### config.mk
export PLATFORM = sky130hd
export DESIGN_NAME = btn_press_fsm_flat
export DESIGN_NICKNAME = d
export VERILOG_FILES = /design/src/rtl/btn_press_fsm_if.sv /design/src/rtl/btn_press_fsm.sv /design/src/flat_wrapper.sv
export SDC_FILE = /design/constraint.sdc
export NUM_CORES = 1
export LEC_CHECK = 0
export CELL_PAD_IN_SITES_DETAIL_PLACEMENT = 0
export CELL_PAD_IN_SITES_GLOBAL_PLACEMENT = 1
export CORE_MARGIN = 5
export CORE_UTILIZATION = 44
export CTS_BUF_LIST = sky130_fd_sc_hd__clkbuf_16
export CTS_CLUSTER_SIZE = 16
export DETAILED_ROUTE_END_ITERATION = 10
export GPL_TIMING_DRIVEN = 0
export PLACE_DENSITY = 0.85
export SLEW_MARGIN = 20
export SYNTH_ARGS = -nofsm -noshare
export SYNTH_HDL_FRONTEND = slang
export SYNTH_SLANG_ARGS = --single-unit
### constraint.sdc
create_clock -name clk -period 4.3 [get_ports clk]
set_clock_uncertainty 0.2 [all_clocks]
set_input_delay 0.86 -clock clk [delete_from_list [all_inputs] [get_ports clk]]
set_output_delay 0.86 -clock clk [all_outputs]
set_load 0.02 [all_outputs]
### src/rtl/btn_press_fsm_if.sv
// Signal bundle between the button classifier and its neighbours.
// The master drives tick and btn; the slave (the FSM) drives the classified outputs.
interface btn_press_fsm_if #(
  parameter int unsigned CNT_WIDTH = 8
) ();

  logic                 tick_i;
  logic                 btn_i;
  logic                 press_o;
  logic                 release_o;
  logic                 short_press_o;
  logic                 long_press_o;
  logic                 held_o;
  logic [CNT_WIDTH-1:0] press_count_o;

  modport master (
    output tick_i,
    output btn_i,
    input  press_o,
    input  release_o,
    input  short_press_o,
    input  long_press_o,
    input  held_o,
    input  press_count_o
  );

  modport slave (
    input  tick_i,
    input  btn_i,
    output press_o,
    output release_o,
    output short_press_o,
    output long_press_o,
    output held_o,
    output press_count_o
  );

endinterface

### src/rtl/btn_press_fsm.sv
// Tick-based debouncer and short/long press classifier with a saturating press counter.
// Define BTN_PRESS_REPEAT_EN to add auto-repeat press strobes after a long press.
module btn_press_fsm #(
  parameter int unsigned DEBOUNCE_TICKS = 4,
  parameter int unsigned LONG_TICKS     = 100,
  parameter int unsigned CNT_WIDTH      = 8,
  parameter int unsigned REPEAT_TICKS   = 10
) (
  input logic                  clk,
  input logic                  rst,
  btn_press_fsm_if.slave       bus_io
);

  localparam int unsigned CntW = $clog2(LONG_TICKS + 1);
  localparam logic [CntW-1:0] DebLast  = CntW'(DEBOUNCE_TICKS - 1);
  localparam logic [CntW-1:0] LongLast = CntW'(LONG_TICKS - 1);

  if (DEBOUNCE_TICKS < 1 || LONG_TICKS <= DEBOUNCE_TICKS || REPEAT_TICKS < 1) begin : g_param_err
    $error("btn_press_fsm: invalid parameter set");
  end

  typedef enum logic [1:0] {StIdle, StDebPress, StHeld, StDebRelease} state_e;

  state_e               state_q, state_d;
  logic [CntW-1:0]      cnt_q, cnt_d;
  logic [CntW-1:0]      sav_q, sav_d;
  logic                 long_q, long_d;

  logic                 press_q, press_d;
  logic                 release_q, release_d;
  logic                 short_q, short_d;
  logic                 longp_q, longp_d;
  logic                 held_q, held_d;
  logic [CNT_WIDTH-1:0] count_q, count_d;

  logic                 ev_press, ev_release, ev_long, ev_rpt;

`ifdef BTN_PRESS_REPEAT_EN
  localparam int unsigned RptW = $clog2(REPEAT_TICKS + 1);
  localparam logic [RptW-1:0] RptLast = RptW'(REPEAT_TICKS - 1);
  logic [RptW-1:0]      rpt_q, rpt_d;
`endif

  // State and output registers.
  always_ff @(posedge clk) begin
    if (rst) begin
      state_q   <= StIdle;
      cnt_q     <= '0;
      sav_q     <= '0;
      long_q    <= 1'b0;
      press_q   <= 1'b0;
      release_q <= 1'b0;
      short_q   <= 1'b0;
      longp_q   <= 1'b0;
      held_q    <= 1'b0;
      count_q   <= '0;
`ifdef BTN_PRESS_REPEAT_EN
      rpt_q     <= '0;
`endif
    end else begin
      state_q   <= state_d;
      cnt_q     <= cnt_d;
      sav_q     <= sav_d;
      long_q    <= long_d;
      press_q   <= press_d;
      release_q <= release_d;
      short_q   <= short_d;
      longp_q   <= longp_d;
      held_q    <= held_d;
      count_q   <= count_d;
`ifdef BTN_PRESS_REPEAT_EN
      rpt_q     <= rpt_d;
`endif
    end
  end

  // Next state. A btn level change always wins over a coincident tick.
  always_comb begin
    state_d    = state_q;
    cnt_d      = cnt_q;
    sav_d      = sav_q;
    long_d     = long_q;
    ev_press   = 1'b0;
    ev_release = 1'b0;
    ev_long    = 1'b0;
    ev_rpt     = 1'b0;
`ifdef BTN_PRESS_REPEAT_EN
    rpt_d      = rpt_q;
`endif
    unique case (state_q)
      StIdle: begin
        if (bus_io.btn_i) begin
          state_d = StDebPress;
          cnt_d   = '0;
        end
      end
      StDebPress: begin
        if (!bus_io.btn_i) begin
          state_d = StIdle;
        end else if (bus_io.tick_i) begin
          if (cnt_q == DebLast) begin
            state_d  = StHeld;
            cnt_d    = '0;
            long_d   = 1'b0;
            ev_press = 1'b1;
`ifdef BTN_PRESS_REPEAT_EN
            rpt_d    = '0;
`endif
          end else begin
            cnt_d = cnt_q + CntW'(1);
          end
        end
      end
      StHeld: begin
        if (!bus_io.btn_i) begin
          state_d = StDebRelease;
          sav_d   = cnt_q;
          cnt_d   = '0;
`ifdef BTN_PRESS_REPEAT_EN
          rpt_d   = '0;
`endif
        end else if (bus_io.tick_i) begin
          if (!long_q) begin
            cnt_d = cnt_q + CntW'(1);
            if (cnt_q == LongLast) begin
              long_d  = 1'b1;
              ev_long = 1'b1;
            end
          end
`ifdef BTN_PRESS_REPEAT_EN
          else if (rpt_q == RptLast) begin
            rpt_d  = '0;
            ev_rpt = 1'b1;
          end else begin
            rpt_d = rpt_q + RptW'(1);
          end
`endif
        end
      end
      StDebRelease: begin
        // Bounce back restores the hold count so long-press timing is not restarted.
        if (bus_io.btn_i) begin
          state_d = StHeld;
          cnt_d   = sav_q;
        end else if (bus_io.tick_i) begin
          if (cnt_q == DebLast) begin
            state_d    = StIdle;
            cnt_d      = '0;
            ev_release = 1'b1;
          end else begin
            cnt_d = cnt_q + CntW'(1);
          end
        end
      end
      default: state_d = StIdle;
    endcase
  end

  // Registered output next values.
  always_comb begin
    press_d   = ev_press | ev_rpt;
    release_d = ev_release;
    short_d   = ev_release & ~long_q;
    longp_d   = ev_long;
    held_d    = (state_d == StHeld) || (state_d == StDebRelease);
    count_d   = count_q;
    if (press_d && !(&count_q)) begin
      count_d = count_q + CNT_WIDTH'(1);
    end
  end

  assign bus_io.press_o       = press_q;
  assign bus_io.release_o     = release_q;
  assign bus_io.short_press_o = short_q;
  assign bus_io.long_press_o  = longp_q;
  assign bus_io.held_o        = held_q;
  assign bus_io.press_count_o = count_q;

endmodule

### src/flat_wrapper.sv
// flat-port wrapper written by rule: the top's interface ports become plain ports
module btn_press_fsm_flat 
#(
  parameter int unsigned DEBOUNCE_TICKS = 4,
  parameter int unsigned LONG_TICKS     = 100,
  parameter int unsigned CNT_WIDTH      = 8,
  parameter int unsigned REPEAT_TICKS   = 10
)
  (clk, rst, bus_io_tick_i, bus_io_btn_i, bus_io_press_o, bus_io_release_o, bus_io_short_press_o, bus_io_long_press_o, bus_io_held_o, bus_io_press_count_o);
  btn_press_fsm_if #(.CNT_WIDTH(CNT_WIDTH)) bus_io_i ();
  input logic clk;
  input logic rst;
  input wire logic [$bits(bus_io_i.tick_i)-1:0] bus_io_tick_i;
  input wire logic [$bits(bus_io_i.btn_i)-1:0] bus_io_btn_i;
  output wire logic [$bits(bus_io_i.press_o)-1:0] bus_io_press_o;
  output wire logic [$bits(bus_io_i.release_o)-1:0] bus_io_release_o;
  output wire logic [$bits(bus_io_i.short_press_o)-1:0] bus_io_short_press_o;
  output wire logic [$bits(bus_io_i.long_press_o)-1:0] bus_io_long_press_o;
  output wire logic [$bits(bus_io_i.held_o)-1:0] bus_io_held_o;
  output wire logic [$bits(bus_io_i.press_count_o)-1:0] bus_io_press_count_o;
  assign bus_io_i.tick_i = bus_io_tick_i;
  assign bus_io_i.btn_i = bus_io_btn_i;
  assign bus_io_press_o = bus_io_i.press_o;
  assign bus_io_release_o = bus_io_i.release_o;
  assign bus_io_short_press_o = bus_io_i.short_press_o;
  assign bus_io_long_press_o = bus_io_i.long_press_o;
  assign bus_io_held_o = bus_io_i.held_o;
  assign bus_io_press_count_o = bus_io_i.press_count_o;
  btn_press_fsm #(.DEBOUNCE_TICKS(DEBOUNCE_TICKS), .LONG_TICKS(LONG_TICKS), .CNT_WIDTH(CNT_WIDTH), .REPEAT_TICKS(REPEAT_TICKS)) u_core (.clk(clk), .rst(rst), .bus_io(bus_io_i));
endmodule
==> summary.md <==
| Metric | Value |
|---|---|
| Worst skew pair latency | 270 ps |
| Hold slack | approximately 280 ps |
| Worst Max-Slew Pin Slew | between 700 and 800 ps |
| Filler cells | 330 |
| Clock Sinks | 30 |
| RSZ-0062 raised after global routing | false |
| Largest net degree at the start of global routing | 11 |
| IO buf count | 14 |
| Aggregate routed wire length | 3820 um |
| Area delta synth->final | 21.2% |
| Die H | 70.0 um |
| Final setup viols | 0 |
| Ant diodes | 0 |
| GR Overflow Total | 0 |
| Core Rows | 21 |
| Final period utilization | 0.580 |
| Longest Clk Path Bufs | 2 |
| Post-route DRC | 0 |
| Startpoint Class | input pin |
| Netlist Area Pre-Place | 1590 um^2 |
| Initial DRC Count | 104 |
| Slew Limit Fails | 0 |
| Total number of vias | 1473 |
| M1 WL | between 1500 and 2000 um |
| Total length of routed met2 wires | 1810 um |
| Vias per cell | 5.54 |
| Net Sw Frac | 0.214 |
| Global-route wire length before repair | 6730 um |
| Root Buffer | clkbuf_16 |
| Final min period | 2490 ps |
| Die W | 70.0 um |
| Synth area leader | dfxtp_1 |
| CP endpoint kind | flip-flop |
| Post-Route Utilization | 0.562 |
| Final hold vios | 0 |
| Critical path required time | between 4000 and 5000 ps |
| Share of async-settable or async-resettable flops after synthesis | 0 |
| WP data arrival | 2440 ps |
| Synth Instances | ~200 |
| Synth Area per Inst | roughly 8 um^2 |
| Total Nets Final | 225 |
| Area contributors post-synth | dfxtp_1, nand2_1, xnor2_1 |
| Yosys reg bits | 30 |
| CTS tree | yes |
| Multi-input gate area | between 900 and 1000 um^2 |
| MaxCap Viol Count | 0 |
| Die area | 4900 um^2 |
| Most frequent cells in the layout | nand2_1, dfxtp_1, nor2_1, clkdlybuf4s50_1 |
| Seq/Total Area, Yosys | 0.379 |
| Setup bufs post-CTS | 0 |
| Setup TNS Final | 0 ps |
| Syn. warnings | 0 |
| Sequential power share | 0.445 |
| Max FO, Critical Path | 10 |
| Core box area | 3420 um^2 |
| Max Clk Rate | 401 MHz |
| Yosys top cell area share | 0.379 |
| Top_reg_cell synth | dfxtp_1 |
| Wire length on met3 | between 100 and 150 um |
| Worst-path clk slew | 50 ps |
| GRT Util Overall | 0.171 |
| Int Pwr | 495 uW |
| Post-CTS Resized | 0 |
| Post-CTS Hold Buffers | 0 |
| Initial antenna violation count | 0 |
| Highest Signal Layer | met4 |
| Initial DRT Pass Iterations | 4 |
| Combinational power share | 0.039 |
| Initial core utilization | 0.464 |
| Gpl congestion | a little under 0.9 |
| Worst Hold Class | reg2reg |
| Commonest non-fill, non-tap cell in the layout | nand2_1 |
| Netlist cell types | 45 |
| I/O pins | 17 |
| Number of global-route vias before repair | 1477 |
| Clk network pwr share | 0.516 |
| Status | finished, final reports clean |
| PwrDens | between 300 and 400 nW/um^2 |
| Post-detailed-route count of antenna-violating nets | 0 |
| P_leak | ~0.00066 uW |
| Routed len/inst | between 10 and 15 um |
| Slew margin rel. | 0.465 |
| Syn nets | around 200 |
| Inserted Clock Buffers | 5 |
| Post-synth EDFFs | 0 |
| Layout cells sized above 1 | 0.0636 |
| Storage cell area | 601 um^2 |
| Sw Pwr | about 130 uW |
| Crit path kind | in2reg |
| Peak supply drop | 0.000229 V |
| H-Tree Depth | 2 |
| Final HPWL DP | about 2800 um |
[path summary, 6_finish.rpt]
kind | startpoint | end | slack, ps | cells past startpoint
hold / removal | u_core.sav_q[1]$_SDFFE_PP0P_ | u_core.sav_q[1]$_SDFFE_PP0P_ | 280 | 2
setup reg to reg | u_core.cnt_q[0]$_SDFFE_PP0P_ | u_core.bus_io.press_count_o[7]$_SDFFE_PP0P_ | 1980 | 6
setup / recovery | bus_io_tick_i | u_core.bus_io.press_count_o[7]$_SDFFE_PP0P_ | 1810 | 6
hold reg to reg | u_core.sav_q[1]$_SDFFE_PP0P_ | u_core.sav_q[1]$_SDFFE_PP0P_ | 280 | 2
[synthesized netlist by cell type (3+ instances only)]
cell / number
nand3_1: 9
dfxtp_1: 30
nor3_1: 7
nand3b_1: 3
inv_1: 5
a21oi_1: 12
xor2_1: 3
o21ai_0: 11
clkbuf_1: 12
nor4_1: 5
nand2_1: 33
nor2_1: 16
nand4_1: 4
xnor2_1: 7
[area by class of cell]
| class | count | area share |
|---|---|---|
| Clock buffer | 5 | 0.0651 |
| Inverter | 5 | 0.00977 |
| Clock inverter | 3 | 0.00651 |
| Sequential cell | 30 | 0.313 |
| Tap cell | 46 | 0.0300 |
| Buffer | 14 | 0.0319 |
| Timing Repair Buffer | 14 | 0.0730 |
| Multi-Input combinational cell | 149 | 0.471 |
[critical path, cell delays in order]
cell             delay [ps]
clkdlybuf4s50_1         490
and4bb_2                280
nand4b_4                190
nor4_1                  410
xnor2_1                 160
nor2_1                   50
[per-stage QoR]
step | total power, uW | instance area, um^2 | setup slack, ps | std cells
2_1_floorplan | 303 | 1590 | 2010 | 198
3_3_place_gp | 310 | 1780 | 1550 | 258
3_5_place_dp | 310 | 1780 | 1500 | 258
4_1_cts | 637 | 1920 | 1790 | 266
5_1_grt | 655 | 1920 | 1660 | 266
6_report | 630 | 1920 | 1810 | 266
[power by group through the flow]
stage	logic [uW]	registers (uW)	clock network (uW)
6_report	24.6	280	325
2_1_floorplan	17.6	286	0
4_1_cts	24.4	280	333
5_1_grt	27.7	280	347
3_3_place_gp	23.8	286	0
3_5_place_dp	24.3	286	0
[state kept, by name, indices dropped and copies added, names as in the netlist]
signal,flops
u_core.bus_io.press_o,1
u_core.bus_io.release_o,1
u_core.long_q,1
u_core.bus_io.held_o,1
u_core.bus_io.short_press_o,1
u_core.cnt_q,7
u_core.sav_q,7
u_core.bus_io.long_press_o,1
u_core.bus_io.press_count_o,8
u_core.state_q,2
[routing by layer]
layer  vias up  GRT usage
li1        746          -
met1       681      0.210
met2        36      0.264
met3        10     0.0545
met4         0     0.0915
met5         -          0
[logic make-up after synthesis]
kind of cell / synth area share
muxes: 0.0126
xor gates and xnor gates: 0.0553
DFF: 0.379
adders and majority gates: 0.0158
AOI/OAI and AO/OA: 0.164
buffers and inverters: 0.0505
and+or+nand+nor: 0.323
No activity file was read; power rests on OpenSTA's default activity.
==> RTL edit, RTL diff (same settings) <==
The option `BTN_PRESS_REPEAT_EN` is turned on by a define.
--- a/src/rtl/btn_press_fsm.sv
+++ b/src/rtl/btn_press_fsm.sv
@@ -1,5 +1,7 @@
 // Tick-based debouncer and short/long press classifier with a saturating press counter.
 // Define BTN_PRESS_REPEAT_EN to add auto-repeat press strobes after a long press.
+`define BTN_PRESS_REPEAT_EN
+
 module btn_press_fsm #(
   parameter int unsigned DEBOUNCE_TICKS = 4,
   parameter int unsigned LONG_TICKS     = 100,
Function: no difference found for any inputs over 10 cycles, from zero or initial values and one cycle with rst high; that may be too few to reach the edited logic, so the function may still have changed.
==> RTL edit against the original RTL <==
- die area is 13% higher
- maximum frequency fell by 25%
- global-route usage increased by 1.2 points
- via count up 17%
- largest power group unchanged
- area after synthesis rose by 15%
- setup slack worse by 820 ps
- sequential cell count grew 4
- worst hold slack improved by 4.4 ps
- sequential power up 14%
- utilization fell by 1.7 points
- final area up 14%
- total power up 8.9%
- routed wire length grew 19%
==> RTL edit: results (changes against the original RTL) <==
number of diodes - 0 (unchanged)
period utilization - 76.98% (+19 points)
register area share after synthesis - 37.36% (-0.52 points)
clk_lat worst skew - 280 ps
leakage - 0.7275 nW (+10%)
CP max stage cell - nor2_1
maximum vdd drop - 144.7 uV (-37%)
CTS max path bufs - 2 (unchanged)
YS warnings - 0 (unchanged)
number of global-route vias before repair - 1644 (+11%)
Sw Ratio - 22.14% (+0.75 points)
max_slew headroom - 32.10% (-14 points)
CTS Buf Count - 5 (unchanged)
hold path cells - 2 (unchanged)
final net count - 257 (+14%)
r2r setup slk - 1680 ps (-300 ps)
first-pass GRT wire length - 7590 um (+13%)
Unique masters post-synth - 49 (+8.9%)
H-tree depth - 2 (unchanged)
Synth area leaders - dfxtp_1 37%, a21oi_1 5.2%, nor2_1 4.7%
arrival time worst endpoint - 3320 ps (+880 ps)
Total Wirelength - 4538 um (+19%)
postcts setup bufs - 0 (unchanged)
max reg flops - 8 (unchanged)
hpwl dp - 3170 um (+14%)
reg2reg path depth - 7 (+1)
GRT Total Usage - 18.33% (+1.2 points)
# fillers - 392 (+19%)
DR vias - 1724 (+17%)
pin count of the biggest net entering global routing - 11 (unchanged)
status - completed
pre-CTS setup slack - 675.2 ps (-820.8 ps)
Placer Congestion - 0.8320 (-6.4%)
share of cells above drive strength 1 - 5.200% (-1.2 points)
number of DRC markers in iteration 0 - 115 (+11%)
Async S/R FF share, synth - 0% (unchanged)
Reg clk slew, reported paths - 50 ps (about the same)
cell family with most CP delay - simple AND/OR/NAND/NOR gates
crit-path max FO - 10 (unchanged)
hold_ws - 283.5 ps (+4.394 ps)
drt pass-1 iters - 4 (unchanged)
I/O Buffers - 16 (+2)
Post-synth top cells - 34 x dfxtp_1, 23 x nor2_1, 22 x nand2_1
Synth Net Count - 234 (+15%)
initial antenna violation count - 0 (unchanged)
CP peak stage delay - 840 ps (+350 ps)
==> RTL edit: final timing paths <==
path                        start                        endpoint
hold reg to reg   u_core.sav_q[4]                 u_core.sav_q[4]
setup / recovery     bus_io_btn_i                 u_core.rpt_q[2]
hold / removal    u_core.sav_q[4]                 u_core.sav_q[4]
setup reg to reg  u_core.cnt_q[0]  u_core.bus_io.press_count_o[6]
==> RTL edit: cells by family (layout without fill, tap and decap cells) <==
family | count (synthesis) | after routing | share of synthesized area [%]
multiplexers | 8 | 8 | 4.396
adder cells (fa/ha/maj) | 4 | 4 | 2.747
XOR/XNOR | 7 | 7 | 3.365
flip-flops | 34 | 34 | 37.36
AND/OR/NAND/NOR | 100 | 100 | 29.81
AO/OA/AOI/OAI | 54 | 54 | 17.93
buffers and inverters | 19 | 43 | 4.395
==> RTL edit: per-stage QoR <==
step                      cells  instance area, um2
final                       300                2182
after global routing        300                2182
after CTS                   300                2182
after detailed placement    292                2044
after global placement      292                2044
after floorplan             226                1822
==> RTL edit: routing by layer <==
layer  vias to the layer above  track usage [%]  wire length [um]
met5                         -                0                 0
met4                         0            9.486                91
met1                       821            23.72              2214
li1                        862                -                 -
met3                         7            4.865               181
met2                        34            28.05              2051
==> RTL edit: power groups by stage <==
stage	Combinational, mW	Clock, mW	Sequential [mW]
after global routing	0.0321	0.356	0.317
after CTS	0.0291	0.347	0.317
after global placement	0.0289	0	0.324
after floorplan	0.0180	0	0.324
final	0.0292	0.339	0.318
after detailed placement	0.0291	0	0.324
==> RTL edit: cell type report <==
class / instances / area share [%]
multi-input combinational: 173 / 48.62
sequential: 34 / 31.19
timing repair buffer: 16 / 7.339
tap: 50 / 2.867
inverter: 6 / 1.032
clock buffer: 5 / 5.734
buffer: 13 / 2.638
clock inverter: 3 / 0.5734
